`src/rtl/xilinx_primitive_pkg.sv`:
```
// Shared definitions for the Xilinx FIFO primitive wrappers and their adapters.
package xilinx_primitive_pkg;

  typedef enum logic {
    FIFO_18KB = 1'b0,
    FIFO_36KB = 1'b1
  } fifo_size_e;

  localparam int READ_LATENCY_MIN = 1;  // DO_REG=0
  localparam int READ_LATENCY_MAX = 2;  // DO_REG=1

  // Word depth of a FIFO18E1/FIFO36E1 for a given data width.
  function automatic int fifo_depth(input int data_width, input fifo_size_e size);
    int d;
    if (data_width <= 4)       d = 4096;
    else if (data_width <= 9)  d = 2048;
    else if (data_width <= 18) d = 1024;
    else if (data_width <= 36) d = 512;
    else                       d = 256;
    if (size == FIFO_36KB) d = d * 2;
    return d;
  endfunction

endpackage

```
`src/rtl/xilinx_skid_buffer.sv`:
```
// Circular buffer with push/pop and occupancy; depth need not be a power of 2.
module xilinx_skid_buffer #(
  parameter int DATA_WIDTH = 4,
  parameter int DEPTH      = 2
) (
  input  logic                         clk_i,
  input  logic                         rst_i,
  input  logic                         push_i,
  input  logic [DATA_WIDTH-1:0]        push_data_i,
  input  logic                         pop_i,
  output logic [DATA_WIDTH-1:0]        rd_data_o,
  output logic [$clog2(DEPTH+1)-1:0]   count_o
);
  localparam int PW = (DEPTH > 1) ? $clog2(DEPTH) : 1;
  localparam int CW = $clog2(DEPTH+1);

  logic [DATA_WIDTH-1:0] mem_q [DEPTH];
  logic [PW-1:0]         wptr_q, wptr_d, rptr_q, rptr_d;
  logic [CW-1:0]         cnt_q, cnt_d;

  function automatic logic [PW-1:0] ptr_inc(input logic [PW-1:0] p);
    return (p == PW'(DEPTH-1)) ? '0 : p + 1'b1;
  endfunction

  always_comb begin
    wptr_d = wptr_q;
    rptr_d = rptr_q;
    cnt_d  = cnt_q;
    if (push_i) wptr_d = ptr_inc(wptr_q);
    if (pop_i)  rptr_d = ptr_inc(rptr_q);
    case ({push_i, pop_i})
      2'b10:   cnt_d = cnt_q + 1'b1;
      2'b01:   cnt_d = cnt_q - 1'b1;
      default: cnt_d = cnt_q;
    endcase
  end

  // Storage is cleared too so the output reads zero after reset.
  always_ff @(posedge clk_i or posedge rst_i) begin
    if (rst_i) begin
      wptr_q <= '0;
      rptr_q <= '0;
      cnt_q  <= '0;
      for (int i = 0; i < DEPTH; i++) mem_q[i] <= '0;
    end else begin
      wptr_q <= wptr_d;
      rptr_q <= rptr_d;
      cnt_q  <= cnt_d;
      if (push_i) mem_q[wptr_q] <= push_data_i;
    end
  end

  assign rd_data_o = mem_q[rptr_q];
  assign count_o   = cnt_q;

endmodule

```
`src/rtl/xilinx_fifo_rd_stream.sv`:
```
// Drives a non-FWFT BRAM FIFO read port and re-presents its data as a
// bubble-free valid/ready stream through a small skid buffer.
module xilinx_fifo_rd_stream
  import xilinx_primitive_pkg::*;
#(
  parameter int DATA_WIDTH   = 4,
  parameter int READ_LATENCY = 1,
  parameter int BUF_DEPTH    = 2,
  parameter int CNT_WIDTH    = 32
) (
  input  logic                  CLK,
  input  logic                  RST,
  input  logic                  FIFO_EMPTY,
  input  logic                  FIFO_RDERR,
  input  logic [DATA_WIDTH-1:0] FIFO_DO,
  output logic                  FIFO_RDEN,
  output logic                  M_TVALID,
  input  logic                  M_TREADY,
  output logic [DATA_WIDTH-1:0] M_TDATA,
  output logic [CNT_WIDTH-1:0]  WORD_COUNT,
  output logic                  ERR
);
  localparam int BW = $clog2(BUF_DEPTH+1);
  localparam int UW = $clog2(BUF_DEPTH+READ_LATENCY+1);

  generate
    if (READ_LATENCY < READ_LATENCY_MIN || READ_LATENCY > READ_LATENCY_MAX ||
        BUF_DEPTH < READ_LATENCY+1 || BUF_DEPTH > 16) begin : g_bad_cfg
      $error("xilinx_fifo_rd_stream: unsupported READ_LATENCY/BUF_DEPTH");
    end
  endgenerate

  logic [READ_LATENCY-1:0] infl_q, infl_d;
  logic [CNT_WIDTH-1:0]    wcnt_q, wcnt_d;
  logic                    err_q, err_d;
  logic [BW-1:0]           bcnt;
  logic [UW-1:0]           used;
  logic                    pop, capture;

  assign M_TVALID = (bcnt != '0);
  assign pop      = M_TVALID & M_TREADY;
  assign capture  = infl_q[READ_LATENCY-1];

  // Credit: every issued read must have a slot waiting when its data lands.
  assign used      = UW'(bcnt) + UW'($countones(infl_q)) - UW'(pop);
  assign FIFO_RDEN = !FIFO_EMPTY && !RST && (used < UW'(BUF_DEPTH));

  always_comb begin
    infl_d = READ_LATENCY'({infl_q, FIFO_RDEN});
    wcnt_d = wcnt_q + CNT_WIDTH'(pop);
    err_d  = err_q | FIFO_RDERR;
  end

  always_ff @(posedge CLK or posedge RST) begin
    if (RST) begin
      infl_q <= '0;
      wcnt_q <= '0;
      err_q  <= 1'b0;
    end else begin
      infl_q <= infl_d;
      wcnt_q <= wcnt_d;
      err_q  <= err_d;
    end
  end

  xilinx_skid_buffer #(
    .DATA_WIDTH (DATA_WIDTH),
    .DEPTH      (BUF_DEPTH)
  ) u_buf (
    .clk_i       (CLK),
    .rst_i       (RST),
    .push_i      (capture),
    .push_data_i (FIFO_DO),
    .pop_i       (pop),
    .rd_data_o   (M_TDATA),
    .count_o     (bcnt)
  );

  assign WORD_COUNT = wcnt_q;
  assign ERR        = err_q;

endmodule

```
`config.mk`:
```
export PLATFORM = sky130hd
export DESIGN_NAME = xilinx_fifo_rd_stream
export DESIGN_NICKNAME = d
export VERILOG_FILES = /design/src/rtl/xilinx_primitive_pkg.sv /design/src/rtl/xilinx_skid_buffer.sv /design/src/rtl/xilinx_fifo_rd_stream.sv
export SDC_FILE = /design/constraint.sdc
export NUM_CORES = 1
export LEC_CHECK = 0
export CORE_ASPECT_RATIO = 0.6
export CORE_UTILIZATION = 50
export CTS_BUF_LIST = sky130_fd_sc_hd__clkbuf_16
export DETAILED_ROUTE_END_ITERATION = 10
export PLACE_DENSITY = 0.79
export SKIP_CTS_REPAIR_TIMING = 1
export SYNTH_ARGS = -nofsm -noshare
export SYNTH_HDL_FRONTEND = slang
export SYNTH_HIERARCHICAL = 1
export SYNTH_SLANG_ARGS = --single-unit
```
`constraint.sdc`:
```
create_clock -name CLK -period 2.55 [get_ports CLK]
set_clock_uncertainty 0.15 [all_clocks]
set_input_delay 0.51 -clock CLK [delete_from_list [all_inputs] [get_ports CLK]]
set_output_delay 0.51 -clock CLK [all_outputs]
set_load 0.1 [all_outputs]
```
# ---- Word level (Yosys, flattened, before mapping)
# Index checks and enable logic that the tools add are counted.
dict set report word_totals {
  register_bits 46
  input_bits 9
  output_inout_bits 39
  word_cells 41
}
dict set report classes {
  reduce_logical 7
  muxes 9
  eq_ne 2
  addsub 7
  n_lt_le_gt_ge 4
  bitwise_logic 4
}
# op n
set op_table {}
lappend op_table {{adder 32 x 1 -> 32 bit} 1}
lappend op_table {{2-to-1 mux 4 bit} 4}
lappend op_table {{bitwise mux 8 bit} 1}
lappend op_table {{demux 4 bit (select 1 bit)} 1}
lappend op_table {{greater-or-equal comparator 2 bit (second input constant)} 2}
lappend op_table {{inverter 1 -> 2 bit} 2}
lappend op_table {{case mux 2 bit (2 select lines)} 1}
lappend op_table {{nonzero test 2 bit} 2}
lappend op_table {{logical AND 1 bit} 3}
lappend op_table {{adder 1 bit (second input constant)} 2}
lappend op_table {{adder 2 x 1 -> 2 bit} 1}
lappend op_table {{adder 2 x 1 -> 2 bit (second input constant)} 1}
lappend op_table {{== test 2 x 1 -> 1 bit (second input constant)} 1}
lappend op_table {{== test 2 bit (second input constant)} 1}
lappend op_table {{zero test 1 bit} 2}
lappend op_table {{< comparator 2 x 1 -> 1 bit (second input constant)} 1}
lappend op_table {{< comparator 2 bit (second input constant)} 1}
lappend op_table {{2-to-1 mux 1 bit} 2}
lappend op_table {{subtractor 2 x 1 -> 2 bit} 1}
lappend op_table {{subtractor 2 x 1 -> 2 bit (second input constant)} 1}
lappend op_table {{AND 1 bit} 1}
lappend op_table {{OR 1 bit} 1}

# ---- Logic depth before layout (Yosys ltp)
# Gate-level depths: netlist (run 1).
dict set report depth {
  depth_word 6
  ltp_mapped 7
  mapped_depth_nobuf 7
}

# ---- Cells and area by module
# Netlist (run 1), hierarchy kept.
# module seq_area_each_um2 n_inst cells_each area_each_um2
set modules_own_cells {}
lappend modules_own_cells {xilinx_fifo_rd_stream 850.8 1 143 1599.0}
lappend modules_own_cells {xilinx_skid_buffer 300.3 1 35 558.0}

# ---- Least setup slack after synthesis (run 1)
# OpenSTA, ideal clock, no wires.
dict set report synth_path {
  path_type {flip-flop to output port}
  startpoint {register infl_q, in the netlist capture}
  endpoint {output FIFO_RDEN}
  required_ps 1890
  arrival_ps 2895
  stages_incl_launch_ff 5
  setup_slack_ps -1005
  n_path_buf 0
  cell_sequence {dfrtp_1 nand2b_1 a21oi_1 nor3_1 nor3_1}
}
dict set report synth_via {
  elab_chain_cells 4
}
# item line
set synth_rtl {}
lappend synth_rtl {{start: declaration} xilinx_fifo_rd_stream.sv:33} ;# logic [READ_LATENCY-1:0] infl_q, infl_d;
lappend synth_rtl {{start signal: assignment} xilinx_fifo_rd_stream.sv:60} ;# infl_q <= infl_d;
lappend synth_rtl {{adder 2 x 1 -> 2 bit} xilinx_fifo_rd_stream.sv:45} ;# assign used = UW'(bcnt) + UW'($countones(infl_q)) - UW'(pop);
lappend synth_rtl {{subtractor 2 x 1 -> 2 bit} xilinx_fifo_rd_stream.sv:45}
lappend synth_rtl {{< comparator 2 bit} xilinx_fifo_rd_stream.sv:46} ;# assign FIFO_RDEN = !FIFO_EMPTY && !RST && (used < UW'(BUF_DEPTH));
lappend synth_rtl {{logical AND 1 bit} xilinx_fifo_rd_stream.sv:46}
lappend synth_rtl {{end: declaration} xilinx_fifo_rd_stream.sv:16} ;# output logic FIFO_RDEN,
# No other way between the ends.

# ---- Final worst setup path (run 1)
dict set report layout_path {
  startpoint {input M_TREADY}
  endpoint {output FIFO_RDEN}
}
dict set report layout_via {
  elab_chain_cells 4
}
# item line
set layout_rtl {}
lappend layout_rtl {{start: declaration} xilinx_fifo_rd_stream.sv:18} ;# input logic M_TREADY,
lappend layout_rtl {{AND 1 bit} xilinx_fifo_rd_stream.sv:41} ;# assign pop = M_TVALID & M_TREADY;
lappend layout_rtl {{subtractor 2 x 1 -> 2 bit} xilinx_fifo_rd_stream.sv:45}
lappend layout_rtl {{< comparator 2 bit} xilinx_fifo_rd_stream.sv:46}
lappend layout_rtl {{logical AND 1 bit} xilinx_fifo_rd_stream.sv:46}
# No other way between the ends.

==> impl_metrics.yaml, run 1 <==
outcome:
  outcome: "completed"
pwr:
  pwr-share-seq: 0.342
  p_clk_frac: 0.195
  switchingPower_mw: 1.46
  combPwrFrac: 0.464
  power_mw: 3.13
  p_sw_frac: 0.466
  power.internal_mw: 1.67
  p_per_area_nw_per_um2: 1090
  vdd.ir_drop.worst_mv: 0.812
  p_leak_nw: 1.39
final_layout:
  area_delta_synth_final_pct: 32.5
  fin_nets: 251
  final_cell_mix: "buf_4 (44), dfrtp_1 (41), xor2_1 (19)"
  drive_above_1_share: 0.342
  final_common_cell: "buf_4"
  utilization: 0.694
  diodes: 0
sta:
  setup_viol: 0
  slew_viol_final: 0
  rsz0062_at_grt: "false"
  timing.fmax_mhz: 414
  worst_slew_margin_rel: 0.690
  worstMarginPinSlew_ps: 465
  min_period_over_period: 0.947
  min_period_ps: 2410
  setup_ws_ps: 135
  worst_hold_slack_ps: 311
  timing.setup.tns_ps: 0
  hold_viol: 0
place:
  hpwl_um: 3250
  portBuffers: 47
  routabilityCongestion: 0.735
  dp_slack_ps: 52.7
setup_path:
  cp-start-kind: "primary input"
  critPathMaxFanout: 4
  critical_path_class: "primary input to primary output"
  cp.required_ps: 1890
  endpoint_kind: "primary output"
  arrival_ps: 1750
yosys:
  async_flop_share: 1.00
  postSynthAreaPerCell_sq_um: 12.1
  yosysSeqAreaShare: 0.534
  yosysWarnings: 6
  syn_nets: 190
  synth-seq-cells: 46
  synthCells: 178
  synth_top_area_frac: 0.534
  synth_top_cell_by_area: "dfrtp_1"
  synth_area_sq_um: 2160
  netlist_top_cells_area: "dfrtp_1 (53%), xor2_1 (7.7%), xnor2_1 (6.5%)"
  synth-main-ff-cell: "dfrtp_1"
  synth_edf_count: 0
  synth.distinct_cells: 27
grt:
  overflow: 0
  grt_pass1_vias: 1431
  grt_use_total: 0.215
  grt_max_degree: 27
  grt_pass1_wl_um: 7180
  antenna_found_initial: 0
detailed_routing:
  final_antenna_net_count: 0
  dr.pass1.iters: 4
  wl_um: 4430
  drtIter0Drc: 65
  drc: 0
  vias: 1566
  vias_per_cell: 5.22
  wl_per_cell_um: 14.8
clocking:
  cts_root_buf: "clkbuf_16"
  numCtsBuffers: 5
  clk_latency_ps: 280
  cts_tree: "done"
  htree_levels: 2
  path_clk_slew_ps: 60
  cts_buffer_depth: 2
  cts_sinks: 46
floorplanning:
  initial_core_util: 0.523
  std_cell_rows: 18
  die_w_um: 86.8
  die_h_um: 52.9
  fp.dieArea_sq_um: 4590
  pin_count: 48
  core_sq_um: 4120
run:
  cap_violations: 0
hold_path:
  hold_path_class: "flip-flop to flip-flop"
## registers in the layout, summed over array words and instances (netlist names)
register / count
ERR: 1
WORD_COUNT: 32
capture: 1
u_buf/count_o: 2
u_buf/mem_q: 8
u_buf/rptr_q: 1
u_buf/wptr_q: 1
## routing by layer
| layer | track usage | up-vias | share of wire |
|---|---|---|---|
| li1 | - | 750 | - |
| met1 | 0.332 | 757 | 0.50 |
| met2 | 0.295 | 53 | 0.44 |
| met3 | 0.0468 | 6 | 0.049 |
| met4 | 0.0722 | 0 | 0.0099 |
| met5 | 0 | - | 0 |
## path summary, 6_finish.rpt
| kind | from | to | slack (ps) | cells after the start |
|---|---|---|---|---|
| min reg2reg | ERR | ERR | 310 | 1 |
| max reg2reg | WORD_COUNT[5] | WORD_COUNT[30] | 420 | 4 |
| min in group asynchronous | RST | WORD_COUNT[1] | 480 | 2 |
| min | ERR | ERR | 310 | 1 |
| max | M_TREADY | FIFO_RDEN | 140 | 6 |
| max in group asynchronous | RST | WORD_COUNT[6] | 1300 | 3 |
## worst max-delay path, stage by stage
cell	delay, ps
clkdlybuf4s50_1	520
inv_1	70
and4_1	200
nor3_2	220
nor3_4	70
buf_12	170
## metrics by stage
stage	std cells	cell area, sq um
final	300	2860
after global routing	300	2860
after CTS	300	2850
after detailed placement	292	2720
after global placement	292	2720
after floorplan	178	2170
## cell families after synthesis
logic type                 share of synthesized area
DFF                                            0.534
xor gates and xnor gates                       0.142
muxes                                         0.0766
adders and majority gates                     0.0174
and+or+nand+nor                                0.204
buffers and inverters                         0.0180
AOI/OAI and AO/OA                            0.00812
## synthesized netlist by cell type, types with 2 or more instances
cell / instances
nand2_1: 11
and4_1: 6
xor2_1: 19
nand3_1: 10
xnor2_1: 16
ha_1: 3
or2_2: 2
and3_1: 2
nor2_1: 6
nor3_1: 7
nand4_1: 10
inv_1: 9
dfrtp_1: 46
and4bb_1: 2
nor4_2: 5
mux2_4: 8
nor4_1: 2
mux2_2: 4
a21oi_1: 2
## power by group through the flow
| stage | Combinational, mW | Clock, mW | Sequential [mW] |
|---|---|---|---|
| finish | 1.45 | 0.609 | 1.07 |
| global route | 1.51 | 0.646 | 1.10 |
| CTS | 1.45 | 0.617 | 1.07 |
| detailed placement | 1.45 | 0 | 1.08 |
| global placement | 1.43 | 0 | 1.06 |
| floorplan | 0.820 | 0 | 1.38 |
## final cells by class
cell class | instances | area, sq um
fill | 298 | 1260
sequential | 46 | 1160
multi-input combinational | 122 | 983
timing repair buffer | 55 | 470
clock buffer | 5 | 125
tap | 60 | 75.1
inverter | 9 | 33.8
clock inverter | 3 | 13.8
Note: power is estimated with default switching activity, not from simulation.
==> run 2, diff against run 1 <==
CORE_UTILIZATION = 52   (was 50)
CTS_BUF_LIST = sky130_fd_sc_hd__clkbuf_8   (was sky130_fd_sc_hd__clkbuf_16)
PLACE_DENSITY = 0.82   (was 0.79)
==> run 2 against run 1 <==
Net effect:
- register-to-register slack worse by 40 ps
- fmax is 0.26% lower
- utilization is 4.3 points higher
- final cell count is 4.0% lower
- combinational power hardly changed
- global-route usage is 3.4 points higher
- die area is 3.7% lower
- largest cell class unchanged
- largest power group unchanged
==> impl_metrics.yaml, run 2 (synthesis results as in run 1) <==
floorplanning:
  initial_core_util: 0.567
  die_w_um: 85.2
  std_cell_rows: 17
  pin_count: 48
  die_h_um: 51.9
  core_sq_um: 3810
  fp.dieArea_sq_um: 4420
clocking:
  cts_sinks: 46
  path_clk_slew_ps: 80
  numCtsBuffers: 5
  cts_root_buf: "clkbuf_8"
  clk_latency_ps: 310
  htree_levels: 2
  cts_buffer_depth: 2
  cts_tree: "done"
final_layout:
  area_delta_synth_final_pct: 30.1
  final_cell_mix: "buf_4 (47), dfrtp_1 (41), xor2_1 (19)"
  diodes: 0
  utilization: 0.737
  largest_reg_flops: 32
  fin_nets: 252
  drive_above_1_share: 0.349
  final_common_cell: "buf_4"
setup_path:
  critical_path_class: "primary input to primary output"
  critPathLaunch: "M_TREADY"
  worstReg2RegEnd: "WORD_COUNT[20]"
  endpoint_kind: "primary output"
  arrival_ps: 1760
  cp-start-kind: "primary input"
  timing.rr.start: "u_buf/count_o[0]"
  rr_worst_depth: 7
  ff2ff_setup_slack_ps: 380
  crit_path_end: "FIFO_RDEN"
  cp.required_ps: 1890
  critPathMaxFanout: 4
sta:
  setup_viol: 0
  worstMarginPinSlew_ps: 495
  setup_ws_ps: 129
  slew_viol_final: 0
  min_period_over_period: 0.949
  hold_viol: 0
  min_period_ps: 2420
  worst_slew_margin_rel: 0.669
  timing.fmax_mhz: 413
  worst_hold_slack_ps: 337
  rsz0062_at_grt: "false"
  timing.setup.tns_ps: 0
pwr:
  vdd.ir_drop.worst_mv: 1.64
  p_leak_nw: 1.37
  p_per_area_nw_per_um2: 1100
detailed_routing:
  drtIter0Drc: 84
  vias: 1596
  wl_um: 4850
  vias_per_cell: 5.54
  final_antenna_net_count: 0
  wl_per_cell_um: 16.8
  drc: 0
  dr.pass1.iters: 4
grt:
  grt_max_degree: 21
  grt_pass1_wl_um: 8050
  antenna_found_initial: 0
  overflow: 0
  grt_use_total: 0.249
  grt_pass1_vias: 1582
outcome:
  outcome: "completed"
hold_path:
  hold_path_class: "flip-flop to flip-flop"
place:
  routabilityCongestion: 0.854
  dp_slack_ps: -107
  portBuffers: 47
  hpwl_um: 3680
run:
  cap_violations: 0
## run 2: worst min path at each step
stage | from | endpoint | depth (start not counted)
6_report | ERR | ERR | 1
5_1_grt | ERR | ERR | 1
4_1_cts | ERR | ERR | 1
3_5_place_dp | ERR | ERR | 1
3_3_place_gp | ERR | ERR | 1
2_1_floorplan | RST | u_buf/count_o[0] | 1
## run 2: per-layer routing
layer	global-route usage	routed length (um)	vias to the layer above
met5	0	0	-
met1	0.350	2310	797
met3	0.0556	279	3
li1	-	-	750
met4	0.0763	23	0
met2	0.391	2240	46
## run 2: power by group
group	switching [mW]	total, mW	internal, mW	leakage (nW)
Sequential	0.178	1.06	0.886	0.586
Clock	0.242	0.558	0.315	0.0626
Combinational	1.03	1.46	0.428	0.726
Total	1.45	3.08	1.63	1.37
## run 2: critical path: stages
cell and delay, ps:
clkdlybuf4s50_1 530, inv_1 70, and4_1 190, nor3_2 220, nor3_4 70, buf_12 170
## run 2: per-stage QoR
stage / area [sq um] / cells / total power [mW]
floorplan: 2170 / 178 / 2.20
global placement: 2680 / 280 / 2.48
detailed placement: 2680 / 280 / 2.53
CTS: 2800 / 288 / 3.08
global route: 2810 / 288 / 3.21
finish: 2810 / 288 / 3.08
## run 2: area by class of cell
cell class / instances / area [sq um]
Sequential cell: 46 / 1160
Multi-Input combinational cell: 122 / 987
Clock buffer: 6 / 82.6
Inverter: 9 / 33.8
Clock inverter: 2 / 33.8
Timing Repair Buffer: 56 / 453
Tap cell: 47 / 58.8
Fill cell: 259 / 1000
==> run 3, diff against run 2 <==
CELL_PAD_IN_SITES_DETAIL_PLACEMENT = 1   (was not set)
CELL_PAD_IN_SITES_GLOBAL_PLACEMENT = 1   (was not set)
CORE_UTILIZATION = 41   (was 52)
PLACE_DENSITY = not set   (was 0.82)
PLACE_DENSITY_LB_ADDON = 0.1   (was not set)
RECOVER_POWER = 50   (was not set)
==> run 3 against run 2 <==
Net effect:
- fmax grew 0.18%
- clock-buffer cell count shrank 1
- critical endpoint unchanged
- total power shrank 5.6%
- largest cell class unchanged
- critical path type unchanged
==> impl_metrics.yaml, run 3 (synthesis results as in run 1) <==
final_layout:
  multi_input_area_sq_um: 946
  instances_no_fill: 305
  num-fill-cells: 546
  largest_reg_flops: 32
  fin_nets: 250
  area_delta_synth_final_pct: 26.8
  final_common_cell: "dfrtp_1"
  diodes: 0
  seq_area_sq_um: 1160
  drive_above_1_share: 0.301
  final_cell_mix: "dfrtp_1 (41), buf_4 (40), xor2_1 (19)"
sta:
  rsz0062_at_grt: "false"
  min_period_ps: 2420
  slew_viol_final: 0
  setup_viol: 0
  min_period_over_period: 0.948
  worstMarginPinSlew_ps: 1160
  hold_viol: 0
  timing.fmax_mhz: 414
  setup_ws_ps: 133
  worst_slew_margin_rel: 0.231
pwr:
  vdd.ir_drop.worst_mv: 0.880
  power_mw: 2.91
  p_leak_nw: 1.29
  p_per_area_nw_per_um2: 1060
detailed_routing:
  dr.pass1.iters: 4
  wl_um: 5160
  dr_wl_met2_um: 2210
  dr_wl_met3_um: 211
  drc: 0
  final_antenna_net_count: 0
  top_layer_used: "met4"
  vias: 1579
  drtIter0Drc: 53
  wl_met1_um: 2680
  wl_per_cell_um: 16.9
  vias_per_cell: 5.18
clocking:
  cts_root_buf: "clkbuf_8"
  cts_tree: "done"
  numCtsBuffers: 5
  cts_sinks: 46
  cts_buffer_depth: 2
  clk_latency_ps: 300
  path_clk_slew_ps: 90
  htree_levels: 2
run:
  cap_violations: 0
setup_path:
  rr_worst_depth: 7
  timing.rr.start: "u_buf/count_o[0]"
  cp-start-kind: "primary input"
  cp.required_ps: 1890
  endpoint_kind: "primary output"
  crit_path_cell_trace: "clkdlybuf4s50_1 -> inv_1 -> and4_1 -> nor3_2 -> nor3_4 -> buf_12"
  critPathMaxStageDelay_ps: 510
  critical_path_class: "primary input to primary output"
  worstReg2RegEnd: "WORD_COUNT[18]"
  arrival_ps: 1760
  cp_top_family: "buffers and inverters"
  critPathBufInv: 3
  critPathMaxFanout: 4
  ff2ff_setup_slack_ps: 420
  crit_slowest_cell: "clkdlybuf4s50_1"
hold_path:
  whs_endpoint: "u_buf/wptr_q"
  hold_path_class: "flip-flop to flip-flop"
  hp-start: "u_buf/wptr_q"
  hold_path_depth: 1
place:
  hpwl_um: 3930
  portBuffers: 47
  routabilityCongestion: 0.788
  dp_slack_ps: -126
  dp.cells: 297
floorplanning:
  fp.dieArea_sq_um: 5560
  initial_core_util: 0.427
  pin_count: 48
  die_h_um: 58.2
  std_cell_rows: 20
  die_w_um: 95.6
  core_sq_um: 5050
grt:
  grt_max_degree: 34
  grt_pass1_wl_um: 8480
  overflow: 0
  grt_use_total: 0.207
  antenna_found_initial: 0
  grt_pass1_vias: 1627
outcome:
  outcome: "completed"
-- run 3: where the power goes --
group	leakage (nW)	switching [mW]	total [mW]	internal, mW
clock network	0.0408	0.269	0.465	0.196
registers	0.586	0.167	1.05	0.887
logic	0.662	1.03	1.39	0.363
total	1.29	1.46	2.91	1.45
-- run 3: layer usage --
| metal | vias to the layer above | global-route usage |
|---|---|---|
| met2 | 35 | 0.296 |
| met4 | 0 | 0.0618 |
| met1 | 793 | 0.312 |
| met5 | - | 0 |
| li1 | 743 | - |
| met3 | 8 | 0.0472 |
-- run 3: worst max-delay path by stage --
stage,end,slack (ps),depth (start not counted),from
2_1_floorplan,WORD_COUNT[26],100,5,WORD_COUNT[13]
3_3_place_gp,WORD_COUNT[30],40,8,M_TREADY
3_5_place_dp,WORD_COUNT[18],-130,8,M_TREADY
4_1_cts,FIFO_RDEN,40,6,M_TREADY
5_1_grt,WORD_COUNT[14],40,8,M_TREADY
6_report,FIFO_RDEN,130,6,M_TREADY
-- run 3: cell type report --
class | count | area share
well taps | 66 | 0.0302
clock buffers | 5 | 0.0252
clock inverters | 3 | 0.00869
inverters | 9 | 0.0124
repair buffers | 54 | 0.155
multi-input cells | 122 | 0.346
flip-flops and latches | 46 | 0.423
-- run 3: stage by stage --
stage | TNS, ps | area, sq um | hold WS, ps | util
5_1_grt | 0 | 2740 | 375 | 0.541
4_1_cts | 0 | 2780 | 305 | 0.550
3_3_place_gp | 0 | 2690 | 301 | 0.532
6_report | 0 | 2740 | 351 | 0.541
3_5_place_dp | -556 | 2690 | 344 | 0.532
2_1_floorplan | 0 | 2170 | 225 | -
